**src/rtl/dsopenhpsdr1_parser_if.sv**
```systemverilog
// Bus bundle between the UDP receive path, the downstream parser and its consumers.
// The slave side is the parser; the master side drives the payload stream and the FIFO ready.
interface dsopenhpsdr1_parser_if;
    logic        udp_rx_active;
    logic [7:0]  udp_rx_data;
    logic        run;
    logic        wide_spectrum;
    logic        discovery;
    logic [5:0]  cmd_addr;
    logic [31:0] cmd_data;
    logic        cmd_rqst;
    logic        cmd_ptt;
    logic [31:0] ds_tdata;
    logic        ds_tvalid;
    logic        ds_tready;
    logic        ds_overflow;
    logic        seq_err;
    logic        watchdog_down;

    modport slave (
        input  udp_rx_active, udp_rx_data, ds_tready,
        output run, wide_spectrum, discovery, cmd_addr, cmd_data, cmd_rqst, cmd_ptt,
               ds_tdata, ds_tvalid, ds_overflow, seq_err, watchdog_down
    );

    modport master (
        output udp_rx_active, udp_rx_data, ds_tready,
        input  run, wide_spectrum, discovery, cmd_addr, cmd_data, cmd_rqst, cmd_ptt,
               ds_tdata, ds_tvalid, ds_overflow, seq_err, watchdog_down
    );
endinterface

```
**src/rtl/dsopenhpsdr1_parser.sv**
```systemverilog
// Downstream OpenHPSDR protocol-1 unpacker: decodes start/stop, discovery, C&C words
// and TX I/Q samples from the UDP payload byte stream (one byte per cycle).
module dsopenhpsdr1_parser #(
    parameter bit CHECK_SYNC = 1'b1,
    parameter bit SEQ_CHECK  = 1'b1
) (
    input logic                  clk,
    input logic                  rst,
    dsopenhpsdr1_parser_if.slave bus
);
    typedef enum logic [2:0] {
        StWaitIdle, StHdr, StSeq, StSync, StCc, StSample, StDiscard
    } state_e;

    state_e      state_q;
    logic [10:0] cnt_q;
    logic [2:0]  sub_q;
    logic [23:0] seq_rx_q;
    logic [31:0] seq_exp_q;
    logic [6:0]  c0_q;
    logic [23:0] cc_q;
    logic [23:0] smp_q;

    logic        run_q, wide_q, disc_q, rqst_q, ptt_q, tvalid_q, seq_err_q, wd_q;
    logic [5:0]  addr_q;
    logic [31:0] data_q, tdata_q;

    logic        active;
    logic [7:0]  b;
    logic [31:0] seq_full;
    logic        frame_end, pkt_end;

    assign active    = bus.udp_rx_active;
    assign b         = bus.udp_rx_data;
    assign seq_full  = {seq_rx_q, b};
    assign frame_end = (cnt_q == 11'd519);
    assign pkt_end   = (cnt_q == 11'd1031);

    always_ff @(posedge clk or posedge rst) begin
        if (rst) begin
            state_q   <= StWaitIdle;
            cnt_q     <= '0;
            sub_q     <= '0;
            seq_rx_q  <= '0;
            seq_exp_q <= '0;
            c0_q      <= '0;
            cc_q      <= '0;
            smp_q     <= '0;
            run_q     <= 1'b0;
            wide_q    <= 1'b0;
            disc_q    <= 1'b0;
            rqst_q    <= 1'b0;
            ptt_q     <= 1'b0;
            tvalid_q  <= 1'b0;
            seq_err_q <= 1'b0;
            wd_q      <= 1'b0;
            addr_q    <= '0;
            data_q    <= '0;
            tdata_q   <= '0;
        end else begin
            disc_q    <= 1'b0;
            rqst_q    <= 1'b0;
            tvalid_q  <= 1'b0;
            seq_err_q <= 1'b0;
            if (state_q == StWaitIdle) begin
                // A packet is only recognised after an idle gap.
                if (!active) begin
                    state_q <= StHdr;
                    cnt_q   <= '0;
                end
            end else if (!active) begin
                // Early termination drops any partial sample or C&C word.
                state_q <= StHdr;
                cnt_q   <= '0;
                sub_q   <= '0;
            end else begin
                cnt_q <= cnt_q + 11'd1;
                case (state_q)
                    StHdr: begin
                        case (cnt_q)
                            11'd0: if (b != 8'hEF) state_q <= StWaitIdle;
                            11'd1: if (b != 8'hFE) state_q <= StWaitIdle;
                            11'd2: begin
                                case (b)
                                    8'h01: state_q <= StSeq;
                                    8'h02: begin
                                        disc_q  <= 1'b1;
                                        state_q <= StWaitIdle;
                                    end
                                    8'h04: state_q <= StHdr;
                                    default: state_q <= StWaitIdle;
                                endcase
                            end
                            11'd3: begin
                                run_q   <= b[0];
                                wide_q  <= b[1];
                                state_q <= StWaitIdle;
                            end
                            default: state_q <= StWaitIdle;
                        endcase
                    end
                    StSeq: begin
                        if (cnt_q == 11'd7) begin
                            seq_err_q <= SEQ_CHECK && (seq_full != seq_exp_q);
                            seq_exp_q <= seq_full + 32'd1;
                            sub_q     <= '0;
                            state_q   <= StSync;
                        end else if (cnt_q[2]) begin
                            seq_rx_q <= {seq_rx_q[15:0], b};
                        end
                    end
                    StSync: begin
                        if (CHECK_SYNC && (b != 8'h7F)) begin
                            state_q <= StDiscard;
                        end else if (sub_q == 3'd2) begin
                            sub_q   <= '0;
                            state_q <= StCc;
                        end else begin
                            sub_q <= sub_q + 3'd1;
                        end
                    end
                    StCc: begin
                        sub_q <= sub_q + 3'd1;
                        case (sub_q)
                            3'd0: c0_q <= b[6:0];
                            3'd4: begin
                                addr_q  <= c0_q[6:1];
                                ptt_q   <= c0_q[0];
                                data_q  <= {cc_q, b};
                                rqst_q  <= 1'b1;
                                sub_q   <= '0;
                                state_q <= StSample;
                            end
                            default: cc_q <= {cc_q[15:0], b};
                        endcase
                    end
                    StSample: begin
                        sub_q <= sub_q + 3'd1;
                        if (sub_q == 3'd7) begin
                            tdata_q  <= {smp_q, b};
                            tvalid_q <= 1'b1;
                            if (pkt_end) begin
                                wd_q    <= ~wd_q;
                                state_q <= StWaitIdle;
                            end else if (frame_end) begin
                                sub_q   <= '0;
                                state_q <= StSync;
                            end
                        end else if (sub_q[2]) begin
                            // L/R audio bytes (sub 0..3) are dropped; I1 I0 Q1 are kept.
                            smp_q <= {smp_q[15:0], b};
                        end
                    end
                    StDiscard: begin
                        if (pkt_end) begin
                            wd_q    <= ~wd_q;
                            state_q <= StWaitIdle;
                        end else if (frame_end) begin
                            sub_q   <= '0;
                            state_q <= StSync;
                        end
                    end
                    default: state_q <= StWaitIdle;
                endcase
            end
        end
    end

    assign bus.run           = run_q;
    assign bus.wide_spectrum = wide_q;
    assign bus.discovery     = disc_q;
    assign bus.cmd_addr      = addr_q;
    assign bus.cmd_data      = data_q;
    assign bus.cmd_rqst      = rqst_q;
    assign bus.cmd_ptt       = ptt_q;
    assign bus.ds_tdata      = tdata_q;
    assign bus.ds_tvalid     = tvalid_q;
    assign bus.ds_overflow   = tvalid_q & ~bus.ds_tready;
    assign bus.seq_err       = seq_err_q;
    assign bus.watchdog_down = wd_q;
endmodule

```
**src/flat_wrapper.sv**
```systemverilog
// flat-port wrapper written by rule: the top's interface ports become plain ports
module dsopenhpsdr1_parser_flat 
#(
    parameter bit CHECK_SYNC = 1'b1,
    parameter bit SEQ_CHECK  = 1'b1
)
  (clk, rst, bus_udp_rx_active, bus_udp_rx_data, bus_ds_tready, bus_run, bus_wide_spectrum, bus_discovery, bus_cmd_addr, bus_cmd_data, bus_cmd_rqst, bus_cmd_ptt, bus_ds_tdata, bus_ds_tvalid, bus_ds_overflow, bus_seq_err, bus_watchdog_down);
  dsopenhpsdr1_parser_if bus_i ();
  input logic clk;
  input logic rst;
  input wire logic [$bits(bus_i.udp_rx_active)-1:0] bus_udp_rx_active;
  input wire logic [$bits(bus_i.udp_rx_data)-1:0] bus_udp_rx_data;
  input wire logic [$bits(bus_i.ds_tready)-1:0] bus_ds_tready;
  output wire logic [$bits(bus_i.run)-1:0] bus_run;
  output wire logic [$bits(bus_i.wide_spectrum)-1:0] bus_wide_spectrum;
  output wire logic [$bits(bus_i.discovery)-1:0] bus_discovery;
  output wire logic [$bits(bus_i.cmd_addr)-1:0] bus_cmd_addr;
  output wire logic [$bits(bus_i.cmd_data)-1:0] bus_cmd_data;
  output wire logic [$bits(bus_i.cmd_rqst)-1:0] bus_cmd_rqst;
  output wire logic [$bits(bus_i.cmd_ptt)-1:0] bus_cmd_ptt;
  output wire logic [$bits(bus_i.ds_tdata)-1:0] bus_ds_tdata;
  output wire logic [$bits(bus_i.ds_tvalid)-1:0] bus_ds_tvalid;
  output wire logic [$bits(bus_i.ds_overflow)-1:0] bus_ds_overflow;
  output wire logic [$bits(bus_i.seq_err)-1:0] bus_seq_err;
  output wire logic [$bits(bus_i.watchdog_down)-1:0] bus_watchdog_down;
  assign bus_i.udp_rx_active = bus_udp_rx_active;
  assign bus_i.udp_rx_data = bus_udp_rx_data;
  assign bus_i.ds_tready = bus_ds_tready;
  assign bus_run = bus_i.run;
  assign bus_wide_spectrum = bus_i.wide_spectrum;
  assign bus_discovery = bus_i.discovery;
  assign bus_cmd_addr = bus_i.cmd_addr;
  assign bus_cmd_data = bus_i.cmd_data;
  assign bus_cmd_rqst = bus_i.cmd_rqst;
  assign bus_cmd_ptt = bus_i.cmd_ptt;
  assign bus_ds_tdata = bus_i.ds_tdata;
  assign bus_ds_tvalid = bus_i.ds_tvalid;
  assign bus_ds_overflow = bus_i.ds_overflow;
  assign bus_seq_err = bus_i.seq_err;
  assign bus_watchdog_down = bus_i.watchdog_down;
  dsopenhpsdr1_parser #(.CHECK_SYNC(CHECK_SYNC), .SEQ_CHECK(SEQ_CHECK)) u_core (.clk(clk), .rst(rst), .bus(bus_i));
endmodule
```
**config.mk**
```make
export PLATFORM = sky130hd
export DESIGN_NAME = dsopenhpsdr1_parser_flat
export DESIGN_NICKNAME = d
export VERILOG_FILES = /design/src/rtl/dsopenhpsdr1_parser_if.sv /design/src/rtl/dsopenhpsdr1_parser.sv /design/src/flat_wrapper.sv
export SDC_FILE = /design/constraint.sdc
export NUM_CORES = 1
export LEC_CHECK = 0
export ABC_AREA = 0
export CELL_PAD_IN_SITES_DETAIL_PLACEMENT = 1
export CELL_PAD_IN_SITES_GLOBAL_PLACEMENT = 2
export CORE_UTILIZATION = 36
export CTS_CLUSTER_SIZE = 40
export DETAILED_ROUTE_END_ITERATION = 10
export GPL_ROUTABILITY_DRIVEN = 1
export GPL_TIMING_DRIVEN = 0
export PLACE_DENSITY_LB_ADDON = 0.1
export SLEW_MARGIN = 10
export SYNTH_ARGS = -nofsm -noshare
export SYNTH_HDL_FRONTEND = slang
export SYNTH_SLANG_ARGS = --single-unit
```
**constraint.sdc**
```tcl
create_clock -name clk -period 6 [get_ports clk]
set_input_delay 0.6 -clock clk [delete_from_list [all_inputs] [get_ports clk]]
set_output_delay 0.6 -clock clk [all_outputs]
set_load 0.01 [all_outputs]
```
==> flow_metrics.env <==
export IMPL_arrival_ns=3.18
export IMPL_grt_first_pass_wirelength_um=39600
export IMPL_ys_warn_count=0
export IMPL_whs_ns=0.461
export IMPL_cpPeakStageDelay_ns=0.96
export IMPL_worst_r2r_cell_count=6
export IMPL_routabilityCongestion=0.824
export IMPL_pwr_share_comb=0.131
export IMPL_cts_setup_buffers=0
export IMPL_antenna_left=0
export IMPL_path_cells="clkdlybuf4s50_1 -> buf_2 -> nand2_1 -> nor4_2 -> or3b_1 -> xnor2_1 -> o21ai_1"
export IMPL_drv_slew=0
export IMPL_ios=91
export IMPL_dpl_hpwl_um=17700
export IMPL_critPathKind="in2reg"
export IMPL_wirelength_um=24700
export IMPL_reg2reg_to="u_core.smp_q[19]$_DFFE_PP0P_"
export IMPL_startpoint_type="primary input"
export IMPL_area_delta_synth_final_pct=23.0
export IMPL_vias_per_cell=5.09
export IMPL_power_leakage_uw=0.00527
export IMPL_vias=6277
export IMPL_maxCapViolations=0
export IMPL_stdcell_count=1233
export IMPL_drive_gt1_frac=0.238
export IMPL_power_uw=3350
export IMPL_ctsHtreeMaxLevel=1
export IMPL_fin_nets=910
export IMPL_place_inst=1190
export IMPL_critPathLaunch="bus_udp_rx_data[0]"
export IMPL_final_common_cell="dfrtp_1"
export IMPL_switching_share=0.260
export IMPL_holdBufCountCts=0
export IMPL_setup_viol=0
export IMPL_synth_nets=790
export IMPL_syn_area_um2=9460
export IMPL_overflow=0
export IMPL_synth_ff_type="dfrtp_1"
export IMPL_finalHoldViolCount=0
export IMPL_period_minus_slack_ns=2.79
export IMPL_p_clk_frac=0.420
export IMPL_ys_types=61
export IMPL_clock_sinks=206
export IMPL_critPathSlowestCell="nor4_2"
export IMPL_hold_class="in2async"
export IMPL_path_buf_inv=2
export IMPL_cp_top_family="simple AND/OR/NAND/NOR gates"
export IMPL_maxSlewHeadroom=0.207
export IMPL_r2r_setup_slack_ns=3.47
export IMPL_syn_instance_count=766
export IMPL_start_util=0.371
export IMPL_clk_pin_slew_ns=0.06
export IMPL_diodes=0
export IMPL_dr_pass1_iters=4
export IMPL_fp_coreArea_um2=25500
export IMPL_p_per_area_nw_per_um2=288
export IMPL_synth_enable_flop_cells=0
export IMPL_drt_iter0_drc=314
export IMPL_grt_max_degree=41
export IMPL_cts_buffers=24
export IMPL_die_w_um=164
export IMPL_vdd_drop_max_mv=0.168
export IMPL_cp_required_ns=6.38
export IMPL_async_flop_share=1.00
export IMPL_final_period_utilization=0.466
export IMPL_core_rowCount=58
export IMPL_wl_per_cell_um=20.1
export IMPL_grt_pass1_vias=6977
export IMPL_crit_path_end_kind="register"
export IMPL_reg2reg_from="u_core.state_q[0]$_DFFE_PP0P_"
export IMPL_clockRootBuffer="clkbuf_16"
export IMPL_seqPwrFrac=0.449
export IMPL_grt_usage=0.191
export IMPL_antenna_found_initial=0
export IMPL_die_area_um2=26900
export IMPL_power_internal_uw=2480
export IMPL_cp_endpoint="u_core.seq_exp_q[21]$_DFFE_PP0P_"
export IMPL_synth_avg_cell_area_um2=12.3
export IMPL_synth_seq_cells=206
export IMPL_path_depth=7
export IMPL_skew_ns=0.0109
export IMPL_max_freq_ghz=0.358
export IMPL_drc=0
export IMPL_status="completed"
export IMPL_ctsLongestPathBuffers=3
export IMPL_rsz0062_at_grt="false"
export IMPL_worst_pin_slew_ns=1.18
export IMPL_final_cell_mix="206 x dfrtp_1, 135 x mux2_2, 88 x clkdlybuf4s50_1"
export IMPL_clock_latency_ns=0.52
export IMPL_cts_tree="built"
export IMPL_power_switching_uw=869
export IMPL_synth_yosys_seq_area_share=0.545
export IMPL_die_h_um=164
export IMPL_post_cts_resized=0
export IMPL_setup_tns_ns=0
export IMPL_portBuffers=88
export IMPL_crit_fanout=10
how the worst min path moves through the flow:
stage	startpoint	endpoint
after floorplan	u_core.c0_q[0]$_DFFE_PP0P_	u_core.c0_q[0]$_DFFE_PP0P_
after global placement	u_core.c0_q[0]$_DFFE_PP0P_	u_core.c0_q[0]$_DFFE_PP0P_
after detailed placement	u_core.bus.watchdog_down$_DFFE_PP0P_	u_core.bus.watchdog_down$_DFFE_PP0P_
after CTS	rst	u_core.bus.ds_tdata[13]$_DFFE_PP0P_
after global routing	u_core.smp_q[20]$_DFFE_PP0P_	u_core.smp_q[20]$_DFFE_PP0P_
final	rst	u_core.bus.ds_tdata[13]$_DFFE_PP0P_
power by group through the flow:
stage | logic [uW] | clock network (uW) | registers, uW
after floorplan | 306 | 0 | 1510
after global placement | 418 | 0 | 1520
after detailed placement | 439 | 0 | 1530
after CTS | 442 | 1450 | 1500
after global routing | 482 | 1500 | 1510
final | 439 | 1410 | 1500
final cells by class:
| type | instances | area [um2] |
|---|---|---|
| Inverter | 16 | 63.8 |
| Sequential cell | 206 | 5150 |
| Fill cell | 2680 | 13800 |
| Clock inverter | 8 | 76.3 |
| Multi-Input combinational cell | 493 | 3960 |
| Buffer | 51 | 284 |
| Timing Repair Buffer | 94 | 1000 |
| Tap cell | 330 | 413 |
| Clock buffer | 35 | 682 |
registers in the layout, indices dropped and copies added, names as in the netlist, 3 cells and up:
signal and cells:
u_core.bus.cmd_data 32, u_core.bus.ds_tdata 32, u_core.seq_exp_q 32, u_core.cc_q 24, u_core.seq_rx_q 24, u_core.smp_q 24
u_core.cnt_q 11, u_core.c0_q 7, u_core.bus.cmd_addr 6, u_core.state_q 3, u_core.sub_q 3
stage by stage:
stage | cell area, um2 | utilization | worst slack [ns]
2_1_floorplan | 9460 | - | 2.73
3_3_place_gp | 10800 | 0.422 | 1.12
3_5_place_dp | 10900 | 0.427 | 2.63
4_1_cts | 11600 | 0.457 | 3.18
5_1_grt | 11600 | 0.457 | 3.06
6_report | 11600 | 0.457 | 3.21
Yosys cell counts (2+ instances only):
cell type / count / area, um2
a211oi_1: 2 / 15.0
a21oi_1: 5 / 25.0
a31oi_1: 3 / 18.8
and2_1: 11 / 68.8
and3_1: 10 / 62.6
and3b_1: 2 / 17.5
and4_1: 6 / 52.6
buf_2: 17 / 85.1
clkbuf_1: 26 / 97.6
clkbuf_8: 6 / 82.6
dfrtp_1: 206 / 5150
ha_1: 12 / 150
inv_1: 16 / 60.1
mux2_1: 9 / 101
mux2_2: 135 / 1520
mux2i_1: 4 / 40.0
nand2_1: 63 / 236
nand2b_1: 4 / 25.0
nand3_1: 17 / 85.1
nand3b_1: 5 / 37.5
nand4_1: 22 / 138
nand4b_1: 2 / 17.5
nor2_1: 14 / 52.6
nor2b_1: 4 / 25.0
nor3_1: 5 / 25.0
nor4_1: 7 / 43.8
nor4_2: 3 / 37.5
nor4bb_1: 2 / 20.0
o21a_1: 2 / 15.0
o21ai_0: 37 / 185
o21ai_1: 5 / 25.0
o31a_1: 3 / 26.3
o41ai_1: 2 / 17.5
xnor2_1: 52 / 455
xor2_1: 21 / 184
layer usage:
metal | GRT usage | part of all wire
met5 | 0 | 0
met1 | 0.258 | 0.46
met2 | 0.323 | 0.50
met3 | 0.0222 | 0.025
met4 | 0.0530 | 0.021
cells by family after synthesis:
| group | Yosys count | synth area share |
|---|---|---|
| buf+inv | 67 | 0.0364 |
| compound gates | 71 | 0.0479 |
| xor+xnor | 73 | 0.0676 |
| fa+ha+maj | 12 | 0.0159 |
| mux | 148 | 0.176 |
| flops | 206 | 0.545 |
| simple gates | 189 | 0.112 |
Power figures use the tool's default switching activity.
